$ cat config.mk
export PLATFORM = sky130hd
export DESIGN_NAME = fb_swap_controller_flat
export DESIGN_NICKNAME = d
export VERILOG_FILES = /design/src/rtl/fb_swap_controller_if.sv /design/src/rtl/fb_swap_controller.sv /design/src/flat_wrapper.sv
export SDC_FILE = /design/constraint.sdc
export NUM_CORES = 1
export LEC_CHECK = 0
export ABC_AREA = 1
export CAP_MARGIN = 20
export CORE_AREA = 10 10 86 81
export DETAILED_ROUTE_END_ITERATION = 16
export DIE_AREA = 0 0 96 91
export GPL_ROUTABILITY_DRIVEN = 0
export HOLD_SLACK_MARGIN = 0.06
export PLACE_DENSITY = 0.94
export SLEW_MARGIN = 20
export SYNTH_ARGS = -nofsm -noshare
export SYNTH_HDL_FRONTEND = slang
export SYNTH_SLANG_ARGS = --single-unit
$ cat constraint.sdc
create_clock -name clk -period 2.6 [get_ports clk]
set_input_delay 0.52 -clock clk [delete_from_list [all_inputs] [get_ports clk]]
set_output_delay 0.52 -clock clk [all_outputs]
set_load 0.01 [all_outputs]
$ cat src/rtl/fb_swap_controller_if.sv
// Producer/display handshake bundle for the frame-buffer swap controller.
// The master side drives the producer pulses and vsync; the slave side is the controller.
interface fb_swap_controller_if #(
  parameter int AXI_ADDR_WIDTH = 20,
  parameter int CNT_BITS       = 16
);
  logic                      wr_issue;
  logic                      wr_resp;
  logic                      frame_done;
  logic                      vsync;
  logic                      prod_ready;
  logic                      prod_restart;
  logic [1:0]                prod_buf;
  logic [AXI_ADDR_WIDTH-1:0] prod_base;
  logic [1:0]                cons_buf;
  logic [AXI_ADDR_WIDTH-1:0] cons_base;
  logic                      swap;
  logic                      disp_enable;
  logic [CNT_BITS-1:0]       drop_cnt;
  logic [CNT_BITS-1:0]       repeat_cnt;
  logic                      wr_overflow;

  modport master (
    output wr_issue, wr_resp, frame_done, vsync,
    input  prod_ready, prod_restart, prod_buf, prod_base, cons_buf, cons_base,
           swap, disp_enable, drop_cnt, repeat_cnt, wr_overflow
  );

  modport slave (
    input  wr_issue, wr_resp, frame_done, vsync,
    output prod_ready, prod_restart, prod_buf, prod_base, cons_buf, cons_base,
           swap, disp_enable, drop_cnt, repeat_cnt, wr_overflow
  );
endinterface

$ cat src/rtl/fb_swap_controller.sv
// Frame-buffer ownership controller: tracks producer/display buffers, drains AXI writes
// before publishing a frame and swaps the display buffer on vsync falling edges.
module fb_swap_controller #(
  parameter int NUM_BUFS        = 2,
  parameter int BUF_WORDS       = 307200,
  parameter int AXI_ADDR_WIDTH  = 20,
  parameter int MAX_OUTSTANDING = 8,
  parameter int CNT_BITS        = 16
) (
  input logic                 clk,
  input logic                 rst_n,
  fb_swap_controller_if.slave bus
);

  localparam int OW = $clog2(MAX_OUTSTANDING + 1);
  localparam logic [OW-1:0] MAX_OUT = OW'(MAX_OUTSTANDING);
  localparam logic [1:0] PEND_RST = (NUM_BUFS > 2) ? 2'd2 : 2'd0;

  typedef enum logic [1:0] {
    PRODUCE   = 2'd0,
    DRAIN     = 2'd1,
    PUBLISH   = 2'd2,
    WAIT_SWAP = 2'd3
  } state_t;

  state_t                    state_r, state_nxt_s;
  logic [OW-1:0]             outst_r, outst_nxt_s;
  logic [1:0]                prod_buf_r, prod_buf_nxt_s;
  logic [1:0]                cons_buf_r, cons_buf_nxt_s;
  logic [1:0]                pend_buf_r, pend_buf_nxt_s;
  logic                      pend_valid_r, pend_valid_nxt_s;
  logic                      disp_r, disp_nxt_s;
  logic [CNT_BITS-1:0]       drop_r, drop_nxt_s;
  logic [CNT_BITS-1:0]       repeat_r, repeat_nxt_s;
  logic                      ovf_r, ovf_nxt_s;
  logic                      vsync_hist_r;
  logic                      prod_ready_r, prod_ready_nxt_s;
  logic                      restart_r, restart_s;
  logic                      swap_r, swap_s;
  logic [AXI_ADDR_WIDTH-1:0] prod_base_r, cons_base_r;
  logic                      resp_eff_s, trigger_s, swap_now_s;

  function automatic logic [AXI_ADDR_WIDTH-1:0] base_of(input logic [1:0] idx);
    logic [63:0] full;
    full = 64'(BUF_WORDS) * {62'd0, idx};
    return full[AXI_ADDR_WIDTH-1:0];
  endfunction

  function automatic logic [CNT_BITS-1:0] sat_inc(input logic [CNT_BITS-1:0] v);
    if (v == {CNT_BITS{1'b1}}) begin
      return v;
    end else begin
      return v + CNT_BITS'(1);
    end
  endfunction

  // Lowest buffer index owned by neither a nor b.
  function automatic logic [1:0] lowest_free(input logic [1:0] a, input logic [1:0] b);
    logic [1:0] res;
    logic       found;
    res   = 2'd0;
    found = 1'b0;
    for (int i = 0; i < NUM_BUFS; i++) begin
      if (!found && (2'(i) != a) && (2'(i) != b)) begin
        res   = 2'(i);
        found = 1'b1;
      end
    end
    return res;
  endfunction

  // Next-state and next-value logic for the FSM, ownership and statistics.
  always_comb begin
    state_nxt_s      = state_r;
    outst_nxt_s      = outst_r;
    prod_buf_nxt_s   = prod_buf_r;
    cons_buf_nxt_s   = cons_buf_r;
    pend_buf_nxt_s   = pend_buf_r;
    pend_valid_nxt_s = pend_valid_r;
    disp_nxt_s       = disp_r;
    drop_nxt_s       = drop_r;
    repeat_nxt_s     = repeat_r;
    ovf_nxt_s        = ovf_r;
    restart_s        = 1'b0;
    swap_s           = 1'b0;

    resp_eff_s = bus.wr_resp && (outst_r != {OW{1'b0}});
    if (bus.wr_issue && !resp_eff_s && (outst_r != MAX_OUT)) begin
      outst_nxt_s = outst_r + OW'(1);
    end else if (!bus.wr_issue && resp_eff_s) begin
      outst_nxt_s = outst_r - OW'(1);
    end else begin
      outst_nxt_s = outst_r;
    end

    if (bus.wr_issue && (outst_r == MAX_OUT)) begin
      ovf_nxt_s = 1'b1;
    end else begin
      ovf_nxt_s = ovf_r;
    end

    // Trigger decisions use pend_valid as registered before this cycle.
    trigger_s  = (vsync_hist_r && !bus.vsync) || (!disp_r && pend_valid_r);
    swap_now_s = trigger_s && pend_valid_r;

    if (trigger_s && !pend_valid_r && disp_r) begin
      repeat_nxt_s = sat_inc(repeat_r);
    end else begin
      repeat_nxt_s = repeat_r;
    end

    if (swap_now_s) begin
      cons_buf_nxt_s   = pend_buf_r;
      pend_valid_nxt_s = 1'b0;
      disp_nxt_s       = 1'b1;
      swap_s           = 1'b1;
      if (NUM_BUFS == 2) begin
        prod_buf_nxt_s = cons_buf_r;
        restart_s      = 1'b1;
      end else begin
        prod_buf_nxt_s = prod_buf_r;
      end
    end else begin
      cons_buf_nxt_s = cons_buf_r;
    end

    case (state_r)
      PRODUCE: begin
        if (bus.frame_done) begin
          state_nxt_s = DRAIN;
        end else begin
          state_nxt_s = PRODUCE;
        end
      end
      DRAIN: begin
        if (outst_r == {OW{1'b0}}) begin
          state_nxt_s = PUBLISH;
        end else begin
          state_nxt_s = DRAIN;
        end
      end
      PUBLISH: begin
        pend_valid_nxt_s = 1'b1;
        pend_buf_nxt_s   = prod_buf_r;
        if (NUM_BUFS >= 3) begin
          // A pending frame not taken by a same-cycle swap is overwritten.
          if (pend_valid_r && !swap_now_s) begin
            drop_nxt_s = sat_inc(drop_r);
          end else begin
            drop_nxt_s = drop_r;
          end
          prod_buf_nxt_s = lowest_free(cons_buf_nxt_s, prod_buf_r);
          restart_s      = 1'b1;
          state_nxt_s    = PRODUCE;
        end else begin
          state_nxt_s = WAIT_SWAP;
        end
      end
      WAIT_SWAP: begin
        if (swap_now_s) begin
          state_nxt_s = PRODUCE;
        end else begin
          state_nxt_s = WAIT_SWAP;
        end
      end
      default: begin
        state_nxt_s = PRODUCE;
      end
    endcase

    prod_ready_nxt_s = (state_nxt_s == PRODUCE) && (outst_nxt_s < MAX_OUT);
  end

  // FSM state register.
  always_ff @(posedge clk) begin
    if (!rst_n) begin
      state_r <= PRODUCE;
    end else begin
      state_r <= state_nxt_s;
    end
  end

  // Datapath and registered outputs.
  always_ff @(posedge clk) begin
    if (!rst_n) begin
      outst_r      <= {OW{1'b0}};
      prod_buf_r   <= 2'd1;
      cons_buf_r   <= 2'd0;
      pend_buf_r   <= PEND_RST;
      pend_valid_r <= 1'b0;
      disp_r       <= 1'b0;
      drop_r       <= {CNT_BITS{1'b0}};
      repeat_r     <= {CNT_BITS{1'b0}};
      ovf_r        <= 1'b0;
      vsync_hist_r <= 1'b1;
      prod_ready_r <= 1'b0;
      restart_r    <= 1'b0;
      swap_r       <= 1'b0;
      prod_base_r  <= base_of(2'd1);
      cons_base_r  <= base_of(2'd0);
    end else begin
      outst_r      <= outst_nxt_s;
      prod_buf_r   <= prod_buf_nxt_s;
      cons_buf_r   <= cons_buf_nxt_s;
      pend_buf_r   <= pend_buf_nxt_s;
      pend_valid_r <= pend_valid_nxt_s;
      disp_r       <= disp_nxt_s;
      drop_r       <= drop_nxt_s;
      repeat_r     <= repeat_nxt_s;
      ovf_r        <= ovf_nxt_s;
      vsync_hist_r <= bus.vsync;
      prod_ready_r <= prod_ready_nxt_s;
      restart_r    <= restart_s;
      swap_r       <= swap_s;
      prod_base_r  <= base_of(prod_buf_nxt_s);
      cons_base_r  <= base_of(cons_buf_nxt_s);
    end
  end

  assign bus.prod_ready   = prod_ready_r;
  assign bus.prod_restart = restart_r;
  assign bus.prod_buf     = prod_buf_r;
  assign bus.prod_base    = prod_base_r;
  assign bus.cons_buf     = cons_buf_r;
  assign bus.cons_base    = cons_base_r;
  assign bus.swap         = swap_r;
  assign bus.disp_enable  = disp_r;
  assign bus.drop_cnt     = drop_r;
  assign bus.repeat_cnt   = repeat_r;
  assign bus.wr_overflow  = ovf_r;

endmodule
$ cat src/flat_wrapper.sv
// flat-port wrapper written by rule: the top's interface ports become plain ports
module fb_swap_controller_flat 
#(
  parameter int NUM_BUFS        = 2,
  parameter int BUF_WORDS       = 307200,
  parameter int AXI_ADDR_WIDTH  = 20,
  parameter int MAX_OUTSTANDING = 8,
  parameter int CNT_BITS        = 16
)
  (clk, rst_n, bus_wr_issue, bus_wr_resp, bus_frame_done, bus_vsync, bus_prod_ready, bus_prod_restart, bus_prod_buf, bus_prod_base, bus_cons_buf, bus_cons_base, bus_swap, bus_disp_enable, bus_drop_cnt, bus_repeat_cnt, bus_wr_overflow);
  fb_swap_controller_if #(.AXI_ADDR_WIDTH(AXI_ADDR_WIDTH), .CNT_BITS(CNT_BITS)) bus_i ();
  input logic clk;
  input logic rst_n;
  input wire logic [$bits(bus_i.wr_issue)-1:0] bus_wr_issue;
  input wire logic [$bits(bus_i.wr_resp)-1:0] bus_wr_resp;
  input wire logic [$bits(bus_i.frame_done)-1:0] bus_frame_done;
  input wire logic [$bits(bus_i.vsync)-1:0] bus_vsync;
  output wire logic [$bits(bus_i.prod_ready)-1:0] bus_prod_ready;
  output wire logic [$bits(bus_i.prod_restart)-1:0] bus_prod_restart;
  output wire logic [$bits(bus_i.prod_buf)-1:0] bus_prod_buf;
  output wire logic [$bits(bus_i.prod_base)-1:0] bus_prod_base;
  output wire logic [$bits(bus_i.cons_buf)-1:0] bus_cons_buf;
  output wire logic [$bits(bus_i.cons_base)-1:0] bus_cons_base;
  output wire logic [$bits(bus_i.swap)-1:0] bus_swap;
  output wire logic [$bits(bus_i.disp_enable)-1:0] bus_disp_enable;
  output wire logic [$bits(bus_i.drop_cnt)-1:0] bus_drop_cnt;
  output wire logic [$bits(bus_i.repeat_cnt)-1:0] bus_repeat_cnt;
  output wire logic [$bits(bus_i.wr_overflow)-1:0] bus_wr_overflow;
  assign bus_i.wr_issue = bus_wr_issue;
  assign bus_i.wr_resp = bus_wr_resp;
  assign bus_i.frame_done = bus_frame_done;
  assign bus_i.vsync = bus_vsync;
  assign bus_prod_ready = bus_i.prod_ready;
  assign bus_prod_restart = bus_i.prod_restart;
  assign bus_prod_buf = bus_i.prod_buf;
  assign bus_prod_base = bus_i.prod_base;
  assign bus_cons_buf = bus_i.cons_buf;
  assign bus_cons_base = bus_i.cons_base;
  assign bus_swap = bus_i.swap;
  assign bus_disp_enable = bus_i.disp_enable;
  assign bus_drop_cnt = bus_i.drop_cnt;
  assign bus_repeat_cnt = bus_i.repeat_cnt;
  assign bus_wr_overflow = bus_i.wr_overflow;
  fb_swap_controller #(.NUM_BUFS(NUM_BUFS), .BUF_WORDS(BUF_WORDS), .AXI_ADDR_WIDTH(AXI_ADDR_WIDTH), .MAX_OUTSTANDING(MAX_OUTSTANDING), .CNT_BITS(CNT_BITS)) u_core (.clk(clk), .rst_n(rst_n), .bus(bus_i));
endmodule
After elaboration in Yosys (flattened, before gate mapping)
Index checks and enable logic that the tools add are counted.

Add/subtract/negate cells: 3. Multipliers: 2. $lt $le $gt $ge: 1. Equal/unequal tests: 6. Multiplexer cells: 11. Bitwise operators: 1. Reductions and logical operators: 23.

Operator list (number): 16-bit by 1-bit adder with 16-bit output, second input constant (1); 16-bit equality test, second input constant (1); 7-bit by 2-bit multiplier with 8-bit output, first input constant (2); 1-bit logical AND (11); 2-bit 2-to-1 mux (4); 4-bit 2-to-1 mux (2); 2-bit case mux with 4 select lines (1); 1-bit zero test (5); 4-bit by 1-bit adder with 4-bit output, second input constant (1); 2-bit equality test, second input constant (2); 4-bit equality test, second input constant (1); 2-bit zero test (2); 4-bit zero test (1); 4-bit < comparator, second input constant (1); 1-bit 2-to-1 mux (4); 4-bit inequality test, second input constant (1); 4-bit nonzero test (1); 4-bit by 1-bit subtractor with 4-bit output, second input constant (1); 2-bit by 1-bit equality test with 1-bit output, second input constant (1); 2-bit AND reduction (1); 2-bit nonzero test (1); 1-bit logical OR (1); 1-bit inverter (1).

Flip-flop bits (word level): 74. Bits of input ports: 6. Output and inout bits: 81. Word-level logic and storage cells: 63.

Logic depth before layout (Yosys ltp)
Gate-level depths: netlist (run 1).

Depth after elaboration: 8. Gate-level depth with buffers: 10. Mapped depth without buffers: 10.

Worst setup path before layout (run 1)
No wires, ideal clock.

Kind: in2reg. Start: input bus_vsync. End: register u_core.prod_base_r[15] (netlist: u_core.bus.prod_base[15]). Library setup time: 0.123 ns. Arrival: 1.631 ns. Data required time: 2.477 ns. Path slack: 0.846 ns. Cell stages on the path: 8. Path buffers: 0. Path through: inv_1 nand2_1 o21ai_0 nand2_2 o21ai_1 inv_1 ha_1 or2_2.

Cells in the longest elaborated chain, start to end: 6.

RTL lines: from (decl) (line flat_wrapper.sv:17) `input wire logic [$bits(bus_i.vsync)-1:0] bus_vsync;`; 1-bit zero test (line fb_swap_controller.sv:103) `trigger_s = (vsync_hist_r && !bus.vsync) || (!disp_r && pend_valid_r);`; 1-bit logical AND (line fb_swap_controller.sv:103); 1-bit logical OR (line fb_swap_controller.sv:103); 1-bit logical AND (line fb_swap_controller.sv:104) `swap_now_s = trigger_s && pend_valid_r;`; 2-bit 2-to-1 mux (line fb_swap_controller.sv:112) `if (swap_now_s) begin`; net u_core.prod_buf_nxt_s[0] (line fb_swap_controller.sv:28) `logic [1:0] prod_buf_r, prod_buf_nxt_s;`; 7-bit by 2-bit multiplier with 8-bit output (line fb_swap_controller.sv:45) `full = 64'(BUF_WORDS) * {62'd0, idx};`; to (signal assigned) (line fb_swap_controller.sv:199) `prod_base_r <= base_of(2'd1);`; to (signal assigned) (line fb_swap_controller.sv:215) `prod_base_r <= base_of(prod_buf_nxt_s);`; to (decl) (line fb_swap_controller.sv:40) `logic [AXI_ADDR_WIDTH-1:0] prod_base_r, cons_base_r;`.

The timed path passes the listed nets, and every way through them passes these cells. A chain may end at the register's enable or synchronous reset.

Worst setup path after layout (run 1)
Ends and elaborated chain as after synthesis.

==> results.sh, run 1 <==
export IMPL_slew_headroom=0.6565
export IMPL_row_count=25
export IMPL_power_frac_clock=0.257
export IMPL_h_tree_depth=2
export IMPL_rrSetupSlack_ns=0.76
export IMPL_nets=401
export IMPL_first_global_vias=1973
export IMPL_portBuffers=46
export IMPL_crit_chain="clkdlybuf4s50_1 > inv_1 > nand2_1 > o21ai_0 > nand2_2 > nand2_1 > o21ai_1 > inv_1 > ha_1 > or2_2"
export IMPL_required_ns=2.80
export IMPL_globalRouteOverflowTotal=0
export IMPL_multi_input_area_um2=1170
export IMPL_finalSetupTns_ns=0
export IMPL_worstMarginPinSlew_ns=0.5152
export IMPL_grt_pass1_wl_um=8576
export IMPL_clockBufferDepth=2
export IMPL_io_pin_count=87
export IMPL_timing_final_hold_violations=0
export IMPL_power_density_nw_per_um2=627.6
export IMPL_timing_fmax_mhz=482.7
export IMPL_r2r_cells=7
export IMPL_path_max_fanout=10
export IMPL_power_switching_uw=626.3
export IMPL_grt_max_degree=19
export IMPL_layout_drive_gt1_share=0.05181
export IMPL_drtAntennaViolNets=0
export IMPL_drv_slew=0
export IMPL_cts_tree="yes"
export IMPL_cts_root_buffer="clkbuf_8"
export IMPL_cap_violations=0
export IMPL_drcViolationCount=0
export IMPL_period_needed_ns=2.072
export IMPL_cts_sinks=42
export IMPL_grt_setup_unrepaired="false"
export IMPL_area_delta_synth_final_pct=16.25
export IMPL_syn_area_um2=2425
export IMPL_synth_seq_cells=42
export IMPL_postCtsSetupRepairBufs=0
export IMPL_seqCellArea_um2=840.8
export IMPL_timing_rr_start="u_core.pend_valid_r"
export IMPL_die_w_um=96
export IMPL_drtIter0Drc=123
export IMPL_seqPwrFrac=0.450
export IMPL_start_kind="primary input"
export IMPL_wl_per_cell_um=11.79
export IMPL_dieArea_um2=8736
export IMPL_placed_cell_area_um2=2724
export IMPL_num_fill_cells=488
export IMPL_post_dp_hpwl_um=4274
export IMPL_p_leak_uw=0.001245
export IMPL_seq_area_frac_synth=0.3467
export IMPL_critPathKind="primary input to register"
export IMPL_startpoint="bus_vsync"
export IMPL_grt_usage=0.1184
export IMPL_vias_per_cell=4.477
export IMPL_core_area_um2=5130
export IMPL_path_clk_slew_ns=0.09
export IMPL_numCtsBuffers=5
export IMPL_insertion_delay_ns=0.30
export IMPL_crit_path_end="u_core.bus.prod_base[15]"
export IMPL_yosysWarnings=0
export IMPL_syn_inst=346
export IMPL_routed_wirelength_um=5342
export IMPL_whs_ns=0.4609
export IMPL_p_sw_frac=0.3540
export IMPL_postLayoutCellArea_um2=2819
export IMPL_endpoint_kind="register"
export IMPL_cp_slowest_cell="clkdlybuf4s50_1"
export IMPL_skew_ns=0.01197
export IMPL_die_h_um=91
export IMPL_internal_power_uw=1143
export IMPL_slowest_delay_ns=0.46
export IMPL_period_share=0.7968
export IMPL_status="completed"
export IMPL_cts_resized_gates=0
export IMPL_hp_class="register to register"
export IMPL_setup_violations_final=0
export IMPL_combPwrFrac=0.294
export IMPL_start_util=0.4727
export IMPL_drt_pass1_iterations=4
export IMPL_routed_via_count=2028
export IMPL_antenna_cells=0
export IMPL_reg2reg_to="u_core.bus.prod_base[15]"
export IMPL_crit_arrival_ns=2.27
export IMPL_antenna_found_initial=0
export IMPL_ir_worst_vdd_uv=392.9
export IMPL_ys_types=27
export IMPL_cts_hold_repair_buffers=0
export IMPL_synth_avg_cell_area_um2=7.008
## cell families after synthesis
group,synth area share
buffers and inverters,0.2312
and+or+nand+nor,0.2565
adders and majority gates,0.05160
AOI/OAI and AO/OA,0.08359
DFF,0.3468
other,0.001547
xor gates and xnor gates,0.02890
## state kept, by name, indices dropped and copies added (netlist names), 2 cells and up
| register | count |
|---|---|
| u_core.bus.cons_base | 6 |
| u_core.bus.prod_base | 6 |
| u_core.bus.repeat_cnt | 16 |
| u_core.outst_r | 4 |
| u_core.pend_buf_r | 2 |
| u_core.state_r | 2 |
## layer usage
layer  wire length, um  track usage  vias to the layer above  part of all wire
met5                 0            0                        -                 0
met4                76      0.04791                        0             0.014
met3               465      0.03704                        7             0.087
met2              2658       0.2102                       61              0.50
met1              2142       0.1243                      911              0.40
li1                  -            -                     1049                 -
## cell usage after synthesis (all sizes together)
cell type	instances	area, um^2
xnor2	7	61.31
o22ai	1	6.260
o21ai	17	88.83
or2	1	6.260
nor2	38	145.1
nand2	93	356.6
a21oi	20	107.6
clkbuf	2	7.510
inv	41	153.9
xor2	1	8.760
buf	53	399.1
conb	1	3.750
nand4	2	12.51
nand3	12	65.06
dfxtp	42	840.8
ha	10	125.1
nor3	5	36.29
## worst min-delay path by stage
stage                                  end  cells past startpoint                   start  slack, ns
global placement    u_core.bus.wr_overflow                      2  u_core.bus.wr_overflow       0.44
CTS                 u_core.bus.wr_overflow                      2  u_core.bus.wr_overflow       0.47
detailed placement  u_core.bus.wr_overflow                      2  u_core.bus.wr_overflow       0.46
finish              u_core.bus.wr_overflow                      2  u_core.bus.wr_overflow       0.46
floorplan                u_core.outst_r[0]                      1       u_core.outst_r[0]       0.46
global route        u_core.bus.wr_overflow                      2  u_core.bus.wr_overflow       0.48
## layout by cell type (no fill, tap or decap), drive strengths merged
master	instances
nand2	93
clkdlybuf4s50	46
inv	44
dfxtp	42
conb	40
nor2	38
a21oi	20
o21ai	17
nand3	12
ha	10
xnor2	7
clkbuf	5
nor3	5
nand4	2
buf	2
o22ai	1
or2	1
xor2	1
## power groups by stage
stage	registers [uW]	logic (uW)	clock network, uW
after CTS	795	523	472
after floorplan	814	390	0
after global routing	806	588	493
final	795	519	455
after global placement	805	489	0
after detailed placement	809	519	0
## area by class of cell
type | count | share of cell area
multi-input combinational | 247 | 0.4150
sequential | 42 | 0.2983
timing repair buffer | 48 | 0.1687
inverter | 41 | 0.05459
tap | 67 | 0.02974
clock buffer | 5 | 0.02441
clock inverter | 3 | 0.009321
## through the flow
step	setup slack (ns)	utilization	power (uW)	instances
final	0.5283	0.5495	1769	453
after global routing	0.4057	0.5495	1886	453
after detailed placement	0.2234	0.5310	1328	445
after global placement	0.3298	0.5310	1294	445
after CTS	0.5497	0.5495	1790	453
after floorplan	0.8457	-	1205	385
## worst max-delay path: cells and delay by family
family / cells / cell delay [ns]
buffers and inverters: 3 / 0.63
AOI/OAI and AO/OA: 2 / 0.28
and+or+nand+nor: 4 / 0.64
adders and majority gates: 1 / 0.21
Power figures use the tool's default switching activity.
==> inputs of run 2 (changes only) <==
CORE_AREA = 10 10 93 86   (was 10 10 86 81)
DIE_AREA = 0 0 103 96   (was 0 0 96 91)
PLACE_DENSITY = 0.87   (was 0.94)
clock period = 1.9 ns   (was 2.6 ns; I/O delays follow)
==> run 2 against run 1 <==
Compared with the run above: design area is 4.4% higher; critical path depth stayed put; hold slack improved by 0.0037 ns; first-iteration DRC count is 37% lower; sequential cell count stayed put; die area up 13%; via count is 4.3% higher; final cell count increased by 4.0%; largest power group unchanged; register-to-register slack got worse by 0.58 ns; clock skew shrank 0.0017 ns.
==> results.sh, run 2 (synthesis gave the netlist of run 1 again) <==
export IMPL_period_needed_ns=1.750
export IMPL_crit_family="simple AND/OR/NAND/NOR gates"
export IMPL_portBuffers=46
export IMPL_timing_rr_start="u_core.bus.repeat_cnt[0]"
export IMPL_crit_path_end="u_core.bus.prod_base[15]"
export IMPL_cap_violations=0
export IMPL_postCtsSetupRepairBufs=0
export IMPL_p_leak_uw=0.001312
export IMPL_timing_fmax_mhz=571.3
export IMPL_cts_tree="yes"
export IMPL_start_util=0.3988
export IMPL_setup_slack_ns=0.1497
export IMPL_grt_setup_unrepaired="true"
export IMPL_insertion_delay_ns=0.29
export IMPL_endpoint_kind="register"
export IMPL_layout_commonest_cell="nand2_1"
export IMPL_layout_drive_gt1_share=0.08271
export IMPL_drv_slew=0
export IMPL_die_h_um=96
export IMPL_drtAntennaViolNets=0
export IMPL_cts_sinks=42
export IMPL_reg2reg_to="u_core.bus.repeat_cnt[14]"
export IMPL_period_share=0.9212
export IMPL_post_dp_hpwl_um=4591
export IMPL_vias_per_cell=4.490
export IMPL_r2r_cells=7
export IMPL_worst_path_buf_inv=3
export IMPL_power_density_nw_per_um2=843.3
export IMPL_grt_usage=0.1144
export IMPL_routed_via_count=2115
export IMPL_hp_class="register to register"
export IMPL_path_max_fanout=9
export IMPL_first_global_vias=2033
export IMPL_grt_pass1_wl_um=9246
export IMPL_critPathKind="primary input to register"
export IMPL_crit_arrival_ns=1.94
export IMPL_dieArea_um2=9888
export IMPL_cp_slowest_cell="clkdlybuf4s50_1"
export IMPL_drt_pass1_iterations=4
export IMPL_skew_ns=0.01024
export IMPL_core_area_um2=6081
export IMPL_finalSetupTns_ns=0
export IMPL_routed_wirelength_um=5662
export IMPL_wl_per_cell_um=12.02
export IMPL_antenna_found_initial=0
export IMPL_area_delta_synth_final_pct=21.36
export IMPL_setup_violations_final=0
export IMPL_row_count=27
export IMPL_drtIter0Drc=78
export IMPL_drcViolationCount=0
export IMPL_timing_final_hold_violations=0
export IMPL_numCtsBuffers=5
export IMPL_die_w_um=103
export IMPL_nets=414
export IMPL_clockBufferDepth=2
export IMPL_largest_reg_flops=16
export IMPL_required_ns=2.09
export IMPL_path_clk_slew_ns=0.09
export IMPL_dp_slack_ns=-0.2032
export IMPL_cp_depth=10
export IMPL_cts_root_buffer="clkbuf_8"
export IMPL_slowest_delay_ns=0.45
export IMPL_ir_worst_vdd_uv=566.2
export IMPL_h_tree_depth=2
export IMPL_antenna_cells=0
export IMPL_io_pin_count=87
export IMPL_status="completed"
export IMPL_startpoint="bus_vsync"
export IMPL_crit_chain="clkdlybuf4s50_1 > inv_1 > nand2_1 > o21ai_0 > nand2_2 > nand2_1 > o21ai_1 > inv_1 > ha_1 > or2_2"
export IMPL_grt_max_degree=17
export IMPL_rrSetupSlack_ns=0.18
export IMPL_start_kind="primary input"
export IMPL_mostFrequentLayoutCells="nand2_1 (90), clkdlybuf4s50_1 (46), dfxtp_1 (42), inv_1 (41), conb_1 (40)"
export IMPL_globalRouteOverflowTotal=0
[run 2: cell types whose count changed in the layout (fill, tap and decap cells not counted), sizes merged]
cell	change
buf	+13
[run 2: through the flow]
step	instance area (um^2)	hold slack [ns]	power [uW]	std cells	utilization
final	2943	0.4646	2482	471	0.4840
after CTS	2935	0.4727	2507	471	0.4827
after floorplan	2571	0.4594	1648	385	-
after detailed placement	2840	0.4596	1883	463	0.4671
after global routing	2943	0.5032	2673	471	0.4840
after global placement	2840	0.4400	1832	463	0.4671
[run 2: power by group]
part | internal, uW | switching (uW) | leakage, uW
clock | 273 | 343 | 0.0000495
sequential | 998 | 91.2 | 0.000341
combinational | 339 | 437 | 0.000921
total | 1610 | 871 | 0.00131
[run 2: worst min path at each step]
stage	startpoint	to	slack, ns	cells after the start
after floorplan	u_core.outst_r[0]	u_core.outst_r[0]	0.46	1
after global placement	u_core.bus.wr_overflow	u_core.bus.wr_overflow	0.44	2
after detailed placement	u_core.bus.wr_overflow	u_core.bus.wr_overflow	0.46	2
after CTS	u_core.bus.wr_overflow	u_core.bus.wr_overflow	0.47	2
after global routing	u_core.bus.wr_overflow	u_core.bus.wr_overflow	0.50	2
final	u_core.bus.wr_overflow	u_core.bus.wr_overflow	0.46	2
[run 2: routing by layer]
metal  wire length, um  part of all wire  vias to the layer above  GRT usage
li1                  -                 -                     1079          -
met2              2884              0.51                       62     0.2069
met1              2311              0.41                      972     0.1260
met3               442             0.078                        2    0.03653
met4                23            0.0041                        0    0.03125
met5                 0                 0                        -          0
[run 2: area by class of cell]
type / count / area (um^2)
fillers: 610 / 3138
clock buffers: 5 / 68.82
well taps: 72 / 90.09
repair buffers: 61 / 585.6
clock inverters: 3 / 26.28
inverters: 41 / 153.9
flip-flops and latches: 42 / 840.8
multi-input cells: 247 / 1177
[run 2: worst register-to-register path: stages (launching register included)]
cell and delay (ns):
dfxtp_1 0.42, ha_1 0.25, nand3_1 0.17, inv_1 0.11, nand3_2 0.10, o21ai_4 0.33
nand2_1 0.13, a21oi_2 0.16
[run 2: what timing repair did]
item,CTS,global route
resized for setup,0,3
setup endpoints to repair,0,17
hold buffers,0,0
==> inputs of run 3 (changes only) <==
CORE_AREA = 10 10 86 81   (was 10 10 93 86)
DIE_AREA = 0 0 96 91   (was 0 0 103 96)
PLACE_DENSITY = 0.94   (was 0.87)
SLEW_MARGIN = unset   (was 20)
clock period = 2.05 ns   (was 1.9 ns; I/O delays follow)
==> run 3 against run 2 <==
Compared with the run above: count of clock-buffer cells in the layout stayed put; non-clock buffer count shrank 8; global-route usage grew 0.39 points; sequential cell count unchanged; highest routed layer unchanged.
==> results.sh, run 3 (synthesis gave the netlist of run 1 again) <==
export IMPL_wl_per_cell_um=11.78
export IMPL_post_dp_hpwl_um=4243
export IMPL_crit_chain="clkdlybuf4s50_1 > inv_1 > nand2_1 > o21ai_0 > nand2_2 > nand2_1 > o21ai_1 > inv_1 > ha_1 > or2_2"
export IMPL_portBuffers=46
export IMPL_worstMarginPinSlew_ns=0.5166
export IMPL_hp_start="u_core.bus.wr_overflow"
export IMPL_drt_pass1_iterations=4
export IMPL_io_pin_count=87
export IMPL_path_max_fanout=9
export IMPL_nets=406
export IMPL_routed_via_count=2059
export IMPL_internal_power_uw=1455
export IMPL_p_total_uw=2244
export IMPL_area_delta_synth_final_pct=17.75
export IMPL_cp_slowest_cell="clkdlybuf4s50_1"
export IMPL_drtIter0Drc=94
export IMPL_r2r_cells=7
export IMPL_layout_commonest_cell="nand2_1"
export IMPL_setup_violations_final=0
export IMPL_drv_slew=0
export IMPL_period_needed_ns=1.818
export IMPL_vias_per_cell=4.496
export IMPL_grt_setup_unrepaired="false"
export IMPL_dp_slack_ns=-0.04673
export IMPL_cts_tree="yes"
export IMPL_crit_family="buffers and inverters"
export IMPL_routed_wirelength_um=5397
export IMPL_insertion_delay_ns=0.30
export IMPL_power_switching_uw=788.9
export IMPL_slew_headroom=0.6555
export IMPL_postCtsSetupRepairBufs=0
export IMPL_required_ns=2.24
export IMPL_worst_path_buf_inv=3
export IMPL_startpoint="bus_vsync"
export IMPL_globalRouteOverflowTotal=0
export IMPL_antenna_found_initial=0
export IMPL_hp_class="register to register"
export IMPL_antenna_cells=0
export IMPL_placed_cell_area_um2=2761
export IMPL_cts_root_buffer="clkbuf_8"
export IMPL_timing_fmax_mhz=550.1
export IMPL_status="completed"
export IMPL_clockBufferDepth=2
export IMPL_skew_ns=0.008434
export IMPL_power_frac_clock=0.251
export IMPL_critPathKind="primary input to register"
export IMPL_row_count=25
export IMPL_p_sw_frac=0.3516
export IMPL_path_clk_slew_ns=0.09
export IMPL_drcViolationCount=0
export IMPL_grt_max_degree=19
export IMPL_drtAntennaViolNets=0
export IMPL_seqPwrFrac=0.449
export IMPL_cp_depth=10
export IMPL_die_w_um=96
export IMPL_core_area_um2=5130
export IMPL_cts_resized_gates=0
export IMPL_largest_reg_flops=16
export IMPL_die_h_um=91
export IMPL_grt_pass1_wl_um=8597
export IMPL_mostFrequentLayoutCells="nand2_1 (90), clkdlybuf4s50_1 (46), dfxtp_1 (42), inv_1 (41), conb_1 (40)"
export IMPL_start_util=0.4727
export IMPL_cap_violations=0
export IMPL_slowest_delay_ns=0.46
export IMPL_period_share=0.8867
export IMPL_p_leak_uw=0.001264
export IMPL_endpoint_kind="register"
export IMPL_h_tree_depth=2
export IMPL_postLayoutCellArea_um2=2855
export IMPL_whs_path_depth=2
export IMPL_combPwrFrac=0.300
export IMPL_timing_final_hold_violations=0
export IMPL_first_global_vias=1941
export IMPL_dieArea_um2=8736
export IMPL_timing_rr_start="u_core.bus.repeat_cnt[0]"
export IMPL_num_fill_cells=463
export IMPL_cts_sinks=42
export IMPL_layout_drive_gt1_share=0.06394
export IMPL_start_kind="primary input"
export IMPL_setup_slack_ns=0.2322
export IMPL_grt_usage=0.1183
export IMPL_ir_worst_vdd_uv=495.7
export IMPL_crit_arrival_ns=2.01
export IMPL_cts_hold_repair_buffers=0
export IMPL_power_density_nw_per_um2=785.9
export IMPL_numCtsBuffers=5
-- run 3: area by class of cell --
type                            count  area, um^2  area share
Multi-Input combinational cell    247        1170      0.4097
Sequential cell                    42       840.8      0.2945
Timing Repair Buffer               53       513.0      0.1797
Inverter                           41       153.9     0.05390
Tap cell                           67       83.83     0.02936
Clock buffer                        5       68.82     0.02410
Clock inverter                      3       25.02    0.008764
-- run 3: worst paths after layout --
check	end	slack, ns
worst max-delay path	u_core.bus.prod_base[15]	0.23
worst min-delay path	u_core.bus.wr_overflow	0.46
worst max register to register	u_core.bus.repeat_cnt[14]	0.23
worst min register to register	u_core.bus.wr_overflow	0.46
-- run 3: tightest hold or removal path: cells and delay by family, from the launching register on --
kind | cells | cell delay (ns)
compound gates | 1 | 0.05
buf+inv | 1 | 0.05
flops | 1 | 0.32
-- run 3: per-stage QoR --
stage	utilization	std cells	hold WS [ns]	setup TNS, ns
after global routing	0.5566	458	0.4997	0
after floorplan	-	385	0.4594	0
final	0.5566	458	0.4577	0
after CTS	0.5566	458	0.4643	0
after global placement	0.5383	450	0.4401	0
after detailed placement	0.5383	450	0.4488	-0.08593
-- run 3: routing by layer --
| layer | track usage | vias up | share of wire |
|---|---|---|---|
| li1 | - | 1056 | - |
| met1 | 0.1193 | 926 | 0.39 |
| met2 | 0.2113 | 66 | 0.50 |
| met3 | 0.04527 | 11 | 0.093 |
| met4 | 0.04545 | 0 | 0.017 |
| met5 | 0 | - | 0 |
-- run 3: power by group through the flow --
stage / clock, uW / sequential, uW / combinational, uW
after floorplan: 0 / 1030 / 495
after global placement: 0 / 1020 / 636
after detailed placement: 0 / 1030 / 669
after CTS: 577 / 1010 / 672
after global routing: 610 / 1020 / 763
final: 562 / 1010 / 673
